--- src/rtl/rx_tsoip_parser_pkg.sv ---
// Shared definitions for the TS-over-IP receive parser.
// Header offsets, field constants and the parser state encoding.
package rx_tsoip_parser_pkg;

    typedef enum logic [1:0] {
        IDLE,
        HEADER,
        PAYLOAD,
        DISCARD
    } ParserState;

    localparam logic [7:0] OFF_MAC    = 8'd0;
    localparam logic [7:0] OFF_ETYPE  = 8'd12;
    localparam logic [7:0] OFF_VIHL   = 8'd14;
    localparam logic [7:0] OFF_PROTO  = 8'd23;
    localparam logic [7:0] OFF_IPDST  = 8'd30;
    localparam logic [7:0] OFF_UDPDST = 8'd36;
    localparam logic [7:0] OFF_UDPLEN = 8'd38;

    localparam logic [15:0] ETHERTYPE_IPV4 = 16'h0800;
    localparam logic [7:0]  VIHL_IPV4      = 8'h45;
    localparam logic [47:0] BCAST_MAC      = 48'hFFFF_FFFF_FFFF;

endpackage

--- src/rtl/rx_tsoip_parser_if.sv ---
// Byte stream bundle feeding the parser and its header comparator.
interface rx_tsoip_parser_if;

    logic       valid;
    logic       sync;
    logic       frameEnd;
    logic [7:0] data;

    modport master (
        output valid,
        output sync,
        output frameEnd,
        output data
    );

    modport slave (
        input valid,
        input sync,
        input frameEnd,
        input data
    );

endinterface

--- src/rtl/rx_header_check.sv ---
// Combinational per-offset header field comparator.
// A sync byte is always judged as offset 0 of a fresh frame.
module rx_header_check
    import rx_tsoip_parser_pkg::*;
(
    rx_tsoip_parser_if.slave bus,
    input  logic [7:0]  hdrOff,
    input  logic [47:0] macLocal,
    input  logic [31:0] ipLocal,
    input  logic [7:0]  protocol,
    input  logic [15:0] portDest,
    input  logic [15:0] udpLen,
    input  logic        lenValid,
    input  logic        localOk,
    input  logic        bcastOk,
    output logic        localHit,
    output logic        bcastHit,
    output logic        mismatch
);

    logic [7:0] off;
    logic [2:0] macIdx;
    logic [1:0] ipIdx;
    logic       prevLocal;
    logic       prevBcast;
    logic       bad;

    always_comb begin
        off       = bus.sync ? OFF_MAC : hdrOff;
        prevLocal = bus.sync | localOk;
        prevBcast = bus.sync | bcastOk;
        localHit  = prevLocal;
        bcastHit  = prevBcast;
        macIdx    = 3'd0;
        ipIdx     = 2'd0;
        bad       = 1'b0;
        unique case (1'b1)
            (off < OFF_MAC + 8'd6): begin
                // local and broadcast matches are tracked separately
                macIdx   = 3'(off - OFF_MAC);
                localHit = prevLocal &&
                    (bus.data == macLocal[{3'd5 - macIdx, 3'b000} +: 8]);
                bcastHit = prevBcast && (bus.data == BCAST_MAC[7:0]);
                bad      = !(localHit || bcastHit);
            end
            (off == OFF_ETYPE):
                bad = bus.data != ETHERTYPE_IPV4[15:8];
            (off == OFF_ETYPE + 8'd1):
                bad = bus.data != ETHERTYPE_IPV4[7:0];
            (off == OFF_VIHL):
                bad = bus.data != VIHL_IPV4;
            (off == OFF_PROTO):
                bad = bus.data != protocol;
            (off >= OFF_IPDST && off < OFF_IPDST + 8'd4): begin
                ipIdx = 2'(off - OFF_IPDST);
                bad   = bus.data != ipLocal[{~ipIdx, 3'b000} +: 8];
            end
            (off == OFF_UDPDST):
                bad = bus.data != portDest[15:8];
            (off == OFF_UDPDST + 8'd1):
                bad = bus.data != portDest[7:0];
            (off == OFF_UDPLEN):
                bad = !lenValid || bus.data != udpLen[15:8];
            (off == OFF_UDPLEN + 8'd1):
                bad = !lenValid || bus.data != udpLen[7:0];
            default: ;
        endcase
        mismatch = bad && bus.valid;
    end

endmodule

--- src/rtl/rx_tsoip_parser.sv ---
// Strips Ethernet/IPv4/UDP headers and forwards MPEG-TS payload bytes.
// Output stream is registered: one cycle from input byte to o_Data.
module rx_tsoip_parser
    import rx_tsoip_parser_pkg::*;
#(
    parameter int P_HDR_LEN = 42
) (
    input  logic        i_Clk,
    input  logic        i_Rst,
    input  logic        i_Valid,
    input  logic        i_Sync,
    input  logic        i_End,
    input  logic [7:0]  i_Data,
    input  logic [47:0] i_MacLocal,
    input  logic [31:0] i_IpLocal,
    input  logic [7:0]  i_Protocol,
    input  logic [15:0] i_PortDest,
    input  logic [7:0]  i_PacketLength,
    input  logic [2:0]  i_NumberPacket,
    output logic [7:0]  o_Data,
    output logic        o_Valid,
    output logic        o_Sync,
    output logic        o_End,
    output logic        o_Drop,
    output logic [15:0] o_FrameCnt,
    output logic [15:0] o_DropCnt
);

    localparam logic [7:0] LAST_HDR = 8'(P_HDR_LEN - 1);

    rx_tsoip_parser_if inBus ();

    assign inBus.valid    = i_Valid;
    assign inBus.sync     = i_Sync;
    assign inBus.frameEnd = i_End;
    assign inBus.data     = i_Data;

    ParserState  state, stateNext;
    logic [7:0]  hdrOff, hdrOffNext;
    logic [7:0]  tsCnt, tsCntNext;
    logic [15:0] payCnt, payCntNext;
    logic [15:0] total, udpLen;
    logic        localOk, bcastOk, localOkNext, bcastOkNext;
    logic        localHit, bcastHit, mismatch;
    logic [7:0]  dataNext;
    logic        validNext, syncNext, endNext, dropNext, frameDone;

    assign total  = 16'(i_NumberPacket) * 16'(i_PacketLength);
    assign udpLen = total + 16'd8;

    rx_header_check u_hdrCheck (
        .bus      (inBus.slave),
        .hdrOff   (hdrOff),
        .macLocal (i_MacLocal),
        .ipLocal  (i_IpLocal),
        .protocol (i_Protocol),
        .portDest (i_PortDest),
        .udpLen   (udpLen),
        .lenValid (i_NumberPacket != 3'd0),
        .localOk  (localOk),
        .bcastOk  (bcastOk),
        .localHit (localHit),
        .bcastHit (bcastHit),
        .mismatch (mismatch)
    );

    always_comb begin
        stateNext   = state;
        hdrOffNext  = hdrOff;
        payCntNext  = payCnt;
        tsCntNext   = tsCnt;
        localOkNext = localOk;
        bcastOkNext = bcastOk;
        dataNext    = o_Data;
        validNext   = 1'b0;
        syncNext    = 1'b0;
        endNext     = 1'b0;
        dropNext    = 1'b0;
        frameDone   = 1'b0;
        if (inBus.valid) begin
            if (inBus.sync) begin
                hdrOffNext  = 8'd1;
                localOkNext = localHit;
                bcastOkNext = bcastHit;
                if (inBus.frameEnd) begin
                    dropNext  = 1'b1;
                    stateNext = IDLE;
                end else begin
                    dropNext  = mismatch || state == HEADER ||
                                state == PAYLOAD;
                    stateNext = mismatch ? DISCARD : HEADER;
                end
            end else begin
                unique case (state)
                    HEADER: begin
                        hdrOffNext  = hdrOff + 8'd1;
                        localOkNext = localHit;
                        bcastOkNext = bcastHit;
                        if (mismatch || inBus.frameEnd) begin
                            dropNext  = 1'b1;
                            stateNext = inBus.frameEnd ? IDLE : DISCARD;
                        end else if (hdrOff == LAST_HDR) begin
                            stateNext  = PAYLOAD;
                            payCntNext = '0;
                            tsCntNext  = '0;
                        end
                    end
                    PAYLOAD: begin
                        dataNext   = inBus.data;
                        validNext  = 1'b1;
                        syncNext   = tsCnt == 8'd0;
                        payCntNext = payCnt + 16'd1;
                        tsCntNext  = (tsCnt == i_PacketLength - 8'd1) ?
                                     8'd0 : tsCnt + 8'd1;
                        if (payCnt == total - 16'd1) begin
                            endNext   = 1'b1;
                            frameDone = 1'b1;
                            stateNext = inBus.frameEnd ? IDLE : DISCARD;
                        end else if (inBus.frameEnd) begin
                            endNext   = 1'b1;
                            dropNext  = 1'b1;
                            stateNext = IDLE;
                        end
                    end
                    DISCARD: begin
                        if (inBus.frameEnd) stateNext = IDLE;
                    end
                    default: ;
                endcase
            end
        end
    end

    always_ff @(posedge i_Clk) begin
        if (i_Rst) begin
            state      <= IDLE;
            hdrOff     <= '0;
            payCnt     <= '0;
            tsCnt      <= '0;
            localOk    <= 1'b0;
            bcastOk    <= 1'b0;
            o_Data     <= '0;
            o_Valid    <= 1'b0;
            o_Sync     <= 1'b0;
            o_End      <= 1'b0;
            o_Drop     <= 1'b0;
            o_FrameCnt <= '0;
            o_DropCnt  <= '0;
        end else begin
            state      <= stateNext;
            hdrOff     <= hdrOffNext;
            payCnt     <= payCntNext;
            tsCnt      <= tsCntNext;
            localOk    <= localOkNext;
            bcastOk    <= bcastOkNext;
            o_Data     <= dataNext;
            o_Valid    <= validNext;
            o_Sync     <= syncNext;
            o_End      <= endNext;
            o_Drop     <= dropNext;
            o_FrameCnt <= o_FrameCnt + 16'(frameDone);
            o_DropCnt  <= o_DropCnt + 16'(dropNext);
        end
    end

endmodule
--- config.mk ---
export PLATFORM = sky130hd
export DESIGN_NAME = rx_tsoip_parser
export DESIGN_NICKNAME = d
export VERILOG_FILES = /design/src/rtl/rx_tsoip_parser_pkg.sv /design/src/rtl/rx_tsoip_parser_if.sv /design/src/rtl/rx_header_check.sv /design/src/rtl/rx_tsoip_parser.sv
export SDC_FILE = /design/constraint.sdc
export NUM_CORES = 1
export LEC_CHECK = 0
export ABC_AREA = 1
export ABC_CLOCK_PERIOD_IN_PS = 7500
export BUFFER_PORTS_ARGS = -buffer_cell sky130_fd_sc_hd__buf_2
export CORE_MARGIN = 2
export CORE_UTILIZATION = 50
export CTS_CLUSTER_DIAMETER = 40
export DETAILED_ROUTE_END_ITERATION = 10
export GPL_TIMING_DRIVEN = 0
export PLACE_DENSITY = 0.73
export RECOVER_POWER = 25
export SYNTH_ARGS = -nofsm -noshare
export SYNTH_HDL_FRONTEND = slang
export SYNTH_SLANG_ARGS = --single-unit
export TNS_END_PERCENT = 20
--- constraint.sdc ---
create_clock -name i_Clk -period 7.5 [get_ports i_Clk]
set_input_delay 1.125 -clock i_Clk [delete_from_list [all_inputs] [get_ports i_Clk]]
set_output_delay 1.125 -clock i_Clk [all_outputs]
set_load 0.02 [all_outputs]
### Word-level counts from Yosys, hierarchy flattened

Index checks and enable logic that the tools add are counted.

| word-level totals | value |
|---|---|
| memories | 0 |
| RAM bits | 0 |
| bits in registers | 80 |
| output and inout port bits | 44 |
| memory bits (read-only) | 0 |
| latch bits | 0 |

| cells by class | value |
|---|---|
| reduce and logical (&&, ||, !) cells | 24 |
| multiply operators | 1 |
| mux-type cells | 39 |
| equality and inequality tests | 27 |
| $lt $le $gt $ge | 3 |
| add/sub/neg operators | 10 |
| bitwise gates (word level) | 6 |
| divide/modulo/power cells | 0 |
| shift-type cells | 2 |

Operators by type and width:

| cell | number |
|---|---|
| $mux 8 | 6 |
| $shiftx 48x7->8 | 1 |
| $eq 8x6->1 const B | 5 |
| $ne 8x8->1 | 5 |
| $add 16x1->16 | 2 |
| $mux 16 | 2 |
| $pmux 16 s2 | 1 |
| $shiftx 32x6->8 | 1 |
| $eq 8x4->1 const B | 3 |
| $mux 1 | 18 |
| $add 16x1->16 const B | 1 |
| $add 8x1->8 const B | 2 |
| $eq 16x16->1 | 1 |
| $eq 8x8->1 | 2 |
| $mux 2 | 8 |
| $pmux 8 s2 | 1 |
| $add 11x4->12 const B | 1 |
| $sub 11x1->12 const B | 1 |
| $mul 3x8->11 | 1 |
| $pmux 1 s10 | 1 |
| $eq 8x5->1 const B | 1 |
| $eq 8x8->1 const B | 1 |
| $ge 8x5->1 const B | 1 |
| $logic_not 8->1 | 1 |
| other kinds (30) | 45 |

### Depth between registers and ports, before layout

Gate-level depths: netlist of the first run.

| logic depth | value |
|---|---|
| depth after elaboration | 15 |
| gate-level depth with buffers | 46 |
| depth with buffers taken out | 45 |

### Cells and area by module

Synthesis of the first run repeated with hierarchy kept, for this count alone.

| second synthesis, totals | value |
|---|---|
| cell total of the unflattened synthesis | 1,219 |
| area, all modules | 7,170.6 sq um |

Modules (own cells, without submodules):

| module | cells an instance | times used | area each (sq um) |
|---|---|---|---|
| rx_tsoip_parser | 776 | 1 | 5,168.7 |
| rx_header_check | 443 | 1 | 2,001.9 |

### Worst setup path before layout of the first run

OpenSTA, ideal clock, no wires.

| timing | value |
|---|---|
| kind | input to register |
| from | in i_NumberPacket[2] |
| to | reg o_FrameCnt[15] |
| setup time | 0.119 ns |
| data required time | 7.381 ns |
| arrival | 5.885 ns |
| cell stages on the path | 34 |
| buffers on the path | 1 |
| setup slack | 1.495 ns |
| path through | clkbuf_1 -> nand2_1 -> fa_1 -> inv_1 -> ha_1 -> inv_1 -> fa_1 -> inv_1 -> nand2_1 -> nand2_1 -> ha_1 -> inv_1 -> nor4_1 -> nand2_1 -> nor2_1 -> xor2_1 -> nand2_1 -> nor3b_1 -> nand2_1 -> nor2_1 -> ha_1 -> nand3_1 -> nor3_1 -> nand2_1 -> nor2_1 -> nand2_1 -> nor2_1 -> inv_1 -> nor3_1 -> inv_1 -> nor4b_1 -> nand2_1 -> o21ai_0 -> a21oi_1 |

| on the way | value |
|---|---|
| cells in the longest elaborated chain, start to end | 8 |

RTL lines:

| what | line | RTL |
|---|---|---|
| from (decl) | rx_tsoip_parser.sv:19 | `input logic [2:0] i_NumberPacket,` |
| $mul 3x8->11 | rx_tsoip_parser.sv:48 | `assign total = 16'(i_NumberPacket) * 16'(i_PacketLength);` |
| $sub 11x1->12 | rx_tsoip_parser.sv:115 | `if (payCnt == total - 16'd1) begin` |
| $eq 16x16->1 | rx_tsoip_parser.sv:115 |  |
| $mux 1 | rx_tsoip_parser.sv:115 |  |
| $mux 1 | rx_tsoip_parser.sv:94 | `unique case (state)` |
| $mux 1 | rx_tsoip_parser.sv:81 | `if (inBus.sync) begin` |
| $mux 1 | rx_tsoip_parser.sv:80 | `if (inBus.valid) begin` |
| $add 16x1->16 | rx_tsoip_parser.sv:161 | `o_FrameCnt <= o_FrameCnt + 16'(frameDone);` |
| to (signal assigned) | rx_tsoip_parser.sv:161 |  |
| to (decl) | rx_tsoip_parser.sv:25 | `output logic [15:0] o_FrameCnt,` |

No other way between the ends.
A chain may end at the register's enable or synchronous reset.

### Final worst setup path of the first run

Same ends and word-level chain as after synthesis.

==> results of run 1 <==
## cells by family after synthesis
kind of cell / count (synthesis) / synth area share (%)
and+or+nand+nor: 703 / 43.7
buffers and inverters: 209 / 12.2
AOI/OAI and AO/OA: 146 / 11.1
DFF: 80 / 22.0
xor gates and xnor gates: 37 / 4.45
adders and majority gates: 34 / 6.57
## registers in the layout, summed over array words and instances (netlist names), 2 cells and up
register,flops
state,2
o_FrameCnt,16
tsCnt,8
payCnt,16
o_Data,8
o_DropCnt,16
hdrOff,8
## worst reg2reg max path: cells and delay by family (launching register included)
kind,cells,cell delay [ps]
AOI/OAI and AO/OA,3,270
adders and majority gates,3,730
buffers and inverters,8,1080
DFF,1,310
and+or+nand+nor,24,2340
## final timing paths
kind / cells after the start / endpoint / slack (ps)
worst min register to register: 2 / o_FrameCnt[15] / 460
worst max-delay path: 35 / o_FrameCnt[15] / 840
worst max register to register: 38 / o_DropCnt[14] / 2670
worst min-delay path: 2 / o_FrameCnt[15] / 460
## power by group
part	switching (mW)	internal (mW)	total (mW)
Sequential	0.0141	0.441	0.455
Combinational	0.248	0.144	0.392
Clock	0.171	0.256	0.427
## layout make-up
type | instances | area (um^2) | share of cell area (%)
clock inverter | 5 | 58.8 | 0.685
tap | 184 | 230 | 2.68
inverter | 179 | 686 | 7.99
multi-input combinational | 920 | 4790 | 55.7
sequential | 80 | 1600 | 18.7
buffer | 30 | 203 | 2.36
timing repair buffer | 166 | 792 | 9.22
clock buffer | 10 | 229 | 2.67
## placed cells by master, fill, tap and decap left out, types with 8 or more instances in the layout
cell type and instances:
nor4_1 11, clkbuf_16 9, inv_1 165, nor3_1 27, a21oi_1 52, buf_2 138, nand4_1 25, o21ai_0 64
nor2_2 8, ha_1 27, dfxtp_1 80, nand3_1 105, clkbuf_1 45, xnor2_1 11, nor2_1 155, xor2_1 26
nand2_1 336
## routing by layer
layer / vias up / track usage (%) / part of all wire, %
met1: 3560 / 37.5 / 46
li1: 4225 / - / -
met4: 0 / 9.65 / 2.3
met2: 299 / 42.8 / 44
met3: 37 / 4.73 / 7.6
met5: - / 0 / 0
## synthesized netlist by cell type (8+ instances only)
library cell / n / area share [%]
a21oi_1: 52 / 3.6
nor2_2: 8 / 0.69
nand2_1: 336 / 17
xor2_1: 26 / 3.1
nand4_1: 25 / 2.1
dfxtp_1: 80 / 22
ha_1: 27 / 4.6
o21ai_0: 64 / 4.4
nand3_1: 105 / 7.2
nor2_1: 155 / 8.0
nor3_1: 27 / 1.9
clkbuf_1: 13 / 0.67
inv_1: 165 / 8.5
nor4_1: 11 / 0.95
xnor2_1: 11 / 1.3
## per-stage QoR
step	utilization, %	instance area, um^2	worst slack, ps	hold WS, ps	total power, mW
2_1_floorplan	-	7280	1500	452	0.737
3_3_place_gp	58.0	8340	616	454	0.846
3_5_place_dp	58.0	8340	541	455	0.852
4_1_cts	60.0	8620	891	466	1.28
5_1_grt	59.8	8590	145	489	1.35
6_report	59.8	8590	840	464	1.27
==> reports/metrics.csv, run 1 <==
metric,value,unit
Die Width,125,um
syn_area_per_cell,6.02,um^2
post-route antenna net violation count,0,
Fillers,1451,
Static Leakage,4.19,nW
routed via count,8121,
Max-Slew Margin vs Limit,36.8,%
#FFs+latches synth,80,
"CP delay by family, top",simple AND/OR/NAND/NOR gates,
vias in the first global route,7263,
post_cts resized,0,
hold violation count in the final report,0,
Crit Path Class,primary input to flip-flop,
Post-synth EDFFs,0,
DIE AREA,0.0155,mm^2
Synth async-reset ratio,0,%
Clock Skews,7.98,ps
clock tree from TritonCTS,yes,
Final period util,88.8,%
Critical Path Source Type,primary input,
Synth Cell Area,0.00728,mm^2
GRT Resource Usage Total,27.2,%
DRC Markers,0,
Post-Place Cells,1559,
Setup crit end kind,flip-flop,
unrepaired setup endpoints after global routing,no,
worst-margin pin slew,942,ps
starting density of the core,50.6,%
Power per Cell Area,148,mW/mm^2
status,"complete, no violations",
CTS Buf Count,9,
Crit Path Max Fanout,9,
total core area,0.0144,mm^2
peak supply drop,0.125,mV
Synth cell types,51,
Max Buffers Root-to-Sink,2,
# H-tree levels,3,
worst r2r src,hdrOff[1],
"Top FF cell, synth",dfxtp_1,
part of the Yosys area used for sequential elements,22.0,%
initial antenna violation count,0,
worst hold path class,flip-flop to flip-flop,
WL/cell,13.6,um
DR vias/cell,5.16,
syn nets,1371,
GPL Wtd Cong,0.937,
Sink Count,80,
FMAX,150,MHz
port bufs,166,
setup bufs post-CTS,0,
DR iter-0 viols,717,
Setup-failing EPs final,0,
pins over their slew limit,0,
yosys warns,0,
first-pass GRT wire length,35100,um
Critical Path AT,6890,ps
FP Rows,44,
Total Neg Setup Slack,0,ps
Synth Instances,1209,
slowest cell on the critical path,fa_1,
hold path start,o_FrameCnt[15],
fin nets,1548,
max_cap viols,0,
Most Frequent Cell on Critical Path,nand2_1,
"Remaining Overflow, GRT",0,
share of layout cells above drive strength 1,15.5,%
Critical Path RT,7730,ps
# diodes,0,
Final Critical Period,6660,ps
io pins,172,
Post-CTS Hold Buffers,0,
Non-Filler Instances,1574,
"Clk Latency, worst-skew pair",340,ps
CTS root buf,clkbuf_16,
Die Span Y,125,um
CP startpoint,i_NumberPacket[2],
Area Overhead vs Synth,18.0,%
largest net degree at the start of global routing,14,
"Largest stage delay, worst path",480,ps
Pre-antenna DRT Iters,5,
Clock transition at path regs,60,ps
post-detail-place hpwl,17000,um
CP bufs+invs,8,
Post-Route WL,21300,um
(Power assumes the default switching activity.)
==> inputs of run 2 (changes only) <==
- BUFFER_PORTS_ARGS: -buffer_cell sky130_fd_sc_hd__buf_2 -> unset
- DONT_BUFFER_PORTS: unset -> 1
- PLACE_DENSITY: 0.73 -> 0.63
==> reports/metrics.csv, run 2 (synthesis gave the netlist of run 1 again) <==
metric,value,unit
share of layout cells above drive strength 1,6.61,%
total core area,0.0144,mm^2
Static Leakage,3.60,nW
post-route antenna net violation count,0,
biggest regs,"o_DropCnt: 16 flops, o_FrameCnt: 16 flops, payCnt: 16 flops",
Crit Path Max Fanout,9,
# diodes,0,
Tot Pwr,1.22,mW
slowest cell on the critical path,fa_1,
Die Width,125,um
unrepaired setup endpoints after global routing,no,
reg2reg setup slack,2660,ps
Post-CTS Hold Buffers,0,
Clock Power Share,34.0,%
worst r2r src,hdrOff[1],
status,"complete, no violations",
peak supply drop,0.137,mV
Layout Utilization,54.1,%
FMAX,151,MHz
Critical Path RT,7740,ps
post-detail-place hpwl,16400,um
routed via count,7461,
Net Sw Frac,35.6,%
"Clk Latency, worst-skew pair",350,ps
cell area after layout,0.00778,mm^2
Setup-failing EPs final,0,
Critical Path Source Type,primary input,
vias in the first global route,6786,
Max Buffers Root-to-Sink,2,
Worst Reg-to-Reg Cells,38,
Area after DPL,0.00751,mm^2
Reg power frac,37.6,%
io pins,172,
"Remaining Overflow, GRT",0,
setup bufs post-CTS,0,
CP startpoint,i_NumberPacket[2],
CP endpoint,o_FrameCnt[15],
Die Span Y,125,um
Final period util,88.5,%
combinational share of power,28.4,%
WL/cell,14.8,um
Most Frequent Cell on Critical Path,nand2_1,
post_cts resized,0,
Post-Route WL,20900,um
worst slack at placement,535,ps
Setup crit end kind,flip-flop,
initial antenna violation count,0,
starting density of the core,50.6,%
worst hold path class,flip-flop to flip-flop,
Clock transition at path regs,60,ps
CP bufs+invs,8,
Clock Skews,6.23,ps
"CP delay by family, top",simple AND/OR/NAND/NOR gates,
CP Depth,35,
fin nets,1382,
Area Overhead vs Synth,6.90,%
Pre-antenna DRT Iters,5,
"commonest non-fill, non-tap cells in the layout","336 x nand2_1, 165 x inv_1, 155 x nor2_1",
pins over their slew limit,0,
worst-margin pin slew,1310,ps
GPL Wtd Cong,0.902,
first-pass GRT wire length,33700,um
DR iter-0 viols,555,
hold violation count in the final report,0,
"Largest stage delay, worst path",480,ps
Switch Pwr,435,uW
port bufs,0,
max_cap viols,0,
Total Neg Setup Slack,0,ps
Int Power,787,uW
Critical Path AT,6880,ps
DIE AREA,0.0155,mm^2
Final Critical Period,6640,ps
clock tree from TritonCTS,yes,
final setup margin,862,ps
FP Rows,44,
Fillers,1574,
largest net degree at the start of global routing,15,
DRC Markers,0,
Sink Count,80,
CTS root buf,clkbuf_16,
Crit Path Class,primary input to flip-flop,
DR vias/cell,5.30,
"most common cell after layout, fill and taps aside",nand2_1,
# H-tree levels,3,
RR Endpoint,o_DropCnt[12],
GRT Resource Usage Total,26.5,%
CTS Buf Count,9,
Power per Cell Area,157,mW/mm^2
Max-Slew Margin vs Limit,12.1,%
-- run 2: changes by cell type in the layout (fill, tap and decap cells not counted), sizes merged --
cell	previous run	this run
clkbuf	54	23
bufinv	1	0
inv	175	177
buf	152	17
-- run 2: metrics by stage --
stage,hold WS [ps],instances
4_1_cts,487,1409
3_3_place_gp,467,1393
6_report,485,1409
5_1_grt,516,1409
3_5_place_dp,472,1393
2_1_floorplan,452,1209
-- run 2: routing by layer --
metal / vias up / wire (um) / track usage [%]
met1: 3262 / 9700 / 36.9
met5: - / 0 / 0
met2: 276 / 9110 / 41.2
met3: 22 / 1760 / 5.84
met4: 0 / 300 / 7.60
li1: 3901 / - / -
-- run 2: cell type report --
type | instances | area [um^2] | area share (%)
plain buffers | 30 | 203 | 2.61
clock buffers | 10 | 229 | 2.94
clock inverters | 6 | 42.5 | 0.547
inverters | 179 | 686 | 8.82
multi-input cells | 920 | 4790 | 61.5
flip-flops and latches | 80 | 1600 | 20.6
well taps | 184 | 230 | 2.96
-- run 2: how the worst min path moves through the flow --
stage | from | end | cells after the start
4_1_cts | payCnt[5] | payCnt[5] | 2
6_report | payCnt[5] | payCnt[5] | 2
2_1_floorplan | localOk | localOk | 2
5_1_grt | payCnt[10] | payCnt[10] | 2
3_3_place_gp | payCnt[5] | payCnt[5] | 2
3_5_place_dp | payCnt[5] | payCnt[5] | 2
-- run 2: power by group through the flow --
stage / registers (mW) / clock network, mW / logic, mW
2_1_floorplan: 0.465 / 0 / 0.273
3_3_place_gp: 0.469 / 0 / 0.341
3_5_place_dp: 0.469 / 0 / 0.343
4_1_cts: 0.459 / 0.424 / 0.346
5_1_grt: 0.462 / 0.442 / 0.397
6_report: 0.459 / 0.416 / 0.347
-- run 2: worst reg2reg max path: cells and delay by family, from the launching register on --
kind / cells / cell delay [ps]
compound gates: 1 / 40
fa+ha+maj: 3 / 740
buf+inv: 9 / 1170
flops: 1 / 320
simple gates: 25 / 2440
==> inputs of run 3 (changes only) <==
- PLACE_DENSITY: 0.63 -> unset
- PLACE_DENSITY_LB_ADDON: unset -> 0.15
==> reports/metrics.csv, run 3 (synthesis gave the netlist of run 1 again) <==
metric,value,unit
"Remaining Overflow, GRT",0,
Final period util,89.3,%
Tot Pwr,1.26,mW
cell area after layout,0.00782,mm^2
worst hold path class,flip-flop to flip-flop,
Hold EP,localOk,
WL/cell,14.5,um
pins over their slew limit,0,
Pre-antenna DRT Iters,6,
DIE AREA,0.0155,mm^2
first-pass GRT wire length,33200,um
post-route antenna net violation count,0,
Critical Path RT,7730,ps
reg2reg setup slack,2680,ps
"Largest stage delay, worst path",480,ps
GRT Resource Usage Total,25.9,%
Layout Utilization,54.4,%
port bufs,0,
Crit Path Class,primary input to flip-flop,
FMAX,149,MHz
# diodes,0,
slowest cell on the critical path,fa_1,
RR Endpoint,o_DropCnt[15],
Power per Cell Area,162,mW/mm^2
# H-tree levels,3,
hold violation count in the final report,0,
Worst Reg-to-Reg Cells,36,
biggest regs,"o_DropCnt: 16 flops, o_FrameCnt: 16 flops, payCnt: 16 flops",
Critical Path Source Type,primary input,
clock tree from TritonCTS,yes,
CTS root buf,clkbuf_16,
Sink Count,80,
setup bufs post-CTS,0,
CTS Buf Count,9,
fin nets,1382,
"commonest non-fill, non-tap cells in the layout","336 x nand2_1, 165 x inv_1, 155 x nor2_1",
DRC Markers,0,
starting density of the core,50.6,%
Most Frequent Cell on Critical Path,nand2_1,
Clock transition at path regs,60,ps
"most common cell after layout, fill and taps aside",nand2_1,
Static Leakage,3.62,nW
initial antenna violation count,0,
worst-margin pin slew,978,ps
Setup crit end kind,flip-flop,
worst r2r src,hdrOff[1],
DR vias/cell,5.35,
post_cts resized,0,
Area Overhead vs Synth,7.48,%
Area after DPL,0.00751,mm^2
Critical Path AT,6930,ps
hold path start,localOk,
io pins,172,
Crit Path Max Fanout,9,
GPL Wtd Cong,0.904,
post-detail-place hpwl,16200,um
final hold slack,487,ps
FP Rows,44,
"Clk Latency, worst-skew pair",340,ps
Clock Skews,6.16,ps
Post-Route WL,20400,um
max_cap viols,0,
total core area,0.0144,mm^2
Die Span Y,125,um
Total Neg Setup Slack,0,ps
Setup-failing EPs final,0,
hold depth,2,
Max Buffers Root-to-Sink,2,
Die Width,125,um
Max-Slew Margin vs Limit,34.3,%
share of layout cells above drive strength 1,6.69,%
Final Critical Period,6700,ps
Post-CTS Hold Buffers,0,
vias in the first global route,6972,
peak supply drop,0.144,mV
status,"complete, no violations",
DR iter-0 viols,613,
largest net degree at the start of global routing,16,
unrepaired setup endpoints after global routing,no,
routed via count,7541,
run 3: changes by cell type in the layout (fill, tap and decap cells not counted):
| cell | delta |
|---|---|
| inv_6 | -1 |
| clkinvlp_4 | -1 |
| clkbuf_1 | -1 |
| inv_8 | +1 |
| clkinv_2 | -2 |
| bufinv_16 | +1 |
| clkinv_4 | +2 |
| clkbuf_8 | +1 |
run 3: critical path, delay by kind of cell:
kind	cells	cell delay (ps)
fa+ha+maj	5	1390
buf+inv	8	800
simple gates	19	3090
compound gates	3	540
run 3: worst max-delay path by stage:
stage / from / endpoint / slack [ps]
2_1_floorplan: i_NumberPacket[2] / o_FrameCnt[15] / 1500
3_3_place_gp: i_NumberPacket[2] / o_FrameCnt[15] / 580
3_5_place_dp: i_NumberPacket[2] / o_FrameCnt[15] / 530
4_1_cts: i_NumberPacket[2] / o_FrameCnt[15] / 870
5_1_grt: i_NumberPacket[2] / o_FrameCnt[15] / 170
6_report: i_NumberPacket[2] / o_FrameCnt[15] / 800
run 3: through the flow:
stage	std cells	setup WS, ps
after floorplan	1209	1500
after global placement	1393	578
after detailed placement	1393	533
after CTS	1409	873
after global routing	1409	170
final	1409	800
run 3: area by class of cell:
cell class / instances / area, um^2
tap: 184 / 230
buffer: 30 / 203
sequential: 80 / 1600
inverter: 179 / 686
multi-input combinational: 920 / 4790
fill: 1493 / 6550
clock buffer: 10 / 239
clock inverter: 6 / 75.1
run 3: power by group:
group	internal (mW)	total [mW]	leakage (nW)	switching, mW
Combinational	0.121	0.344	2.82	0.223
Sequential	0.441	0.459	0.648	0.0186
Clock	0.272	0.460	0.151	0.189
run 3: layer usage:
layer	part of all wire (%)	wire, um	GRT usage (%)	vias to the layer above
met5	0	0	0	-
met4	1.2	246	6.54	0
met3	7.4	1510	6.06	19
met2	45	9110	42.6	233
met1	47	9510	34.3	3392
li1	-	-	-	3897
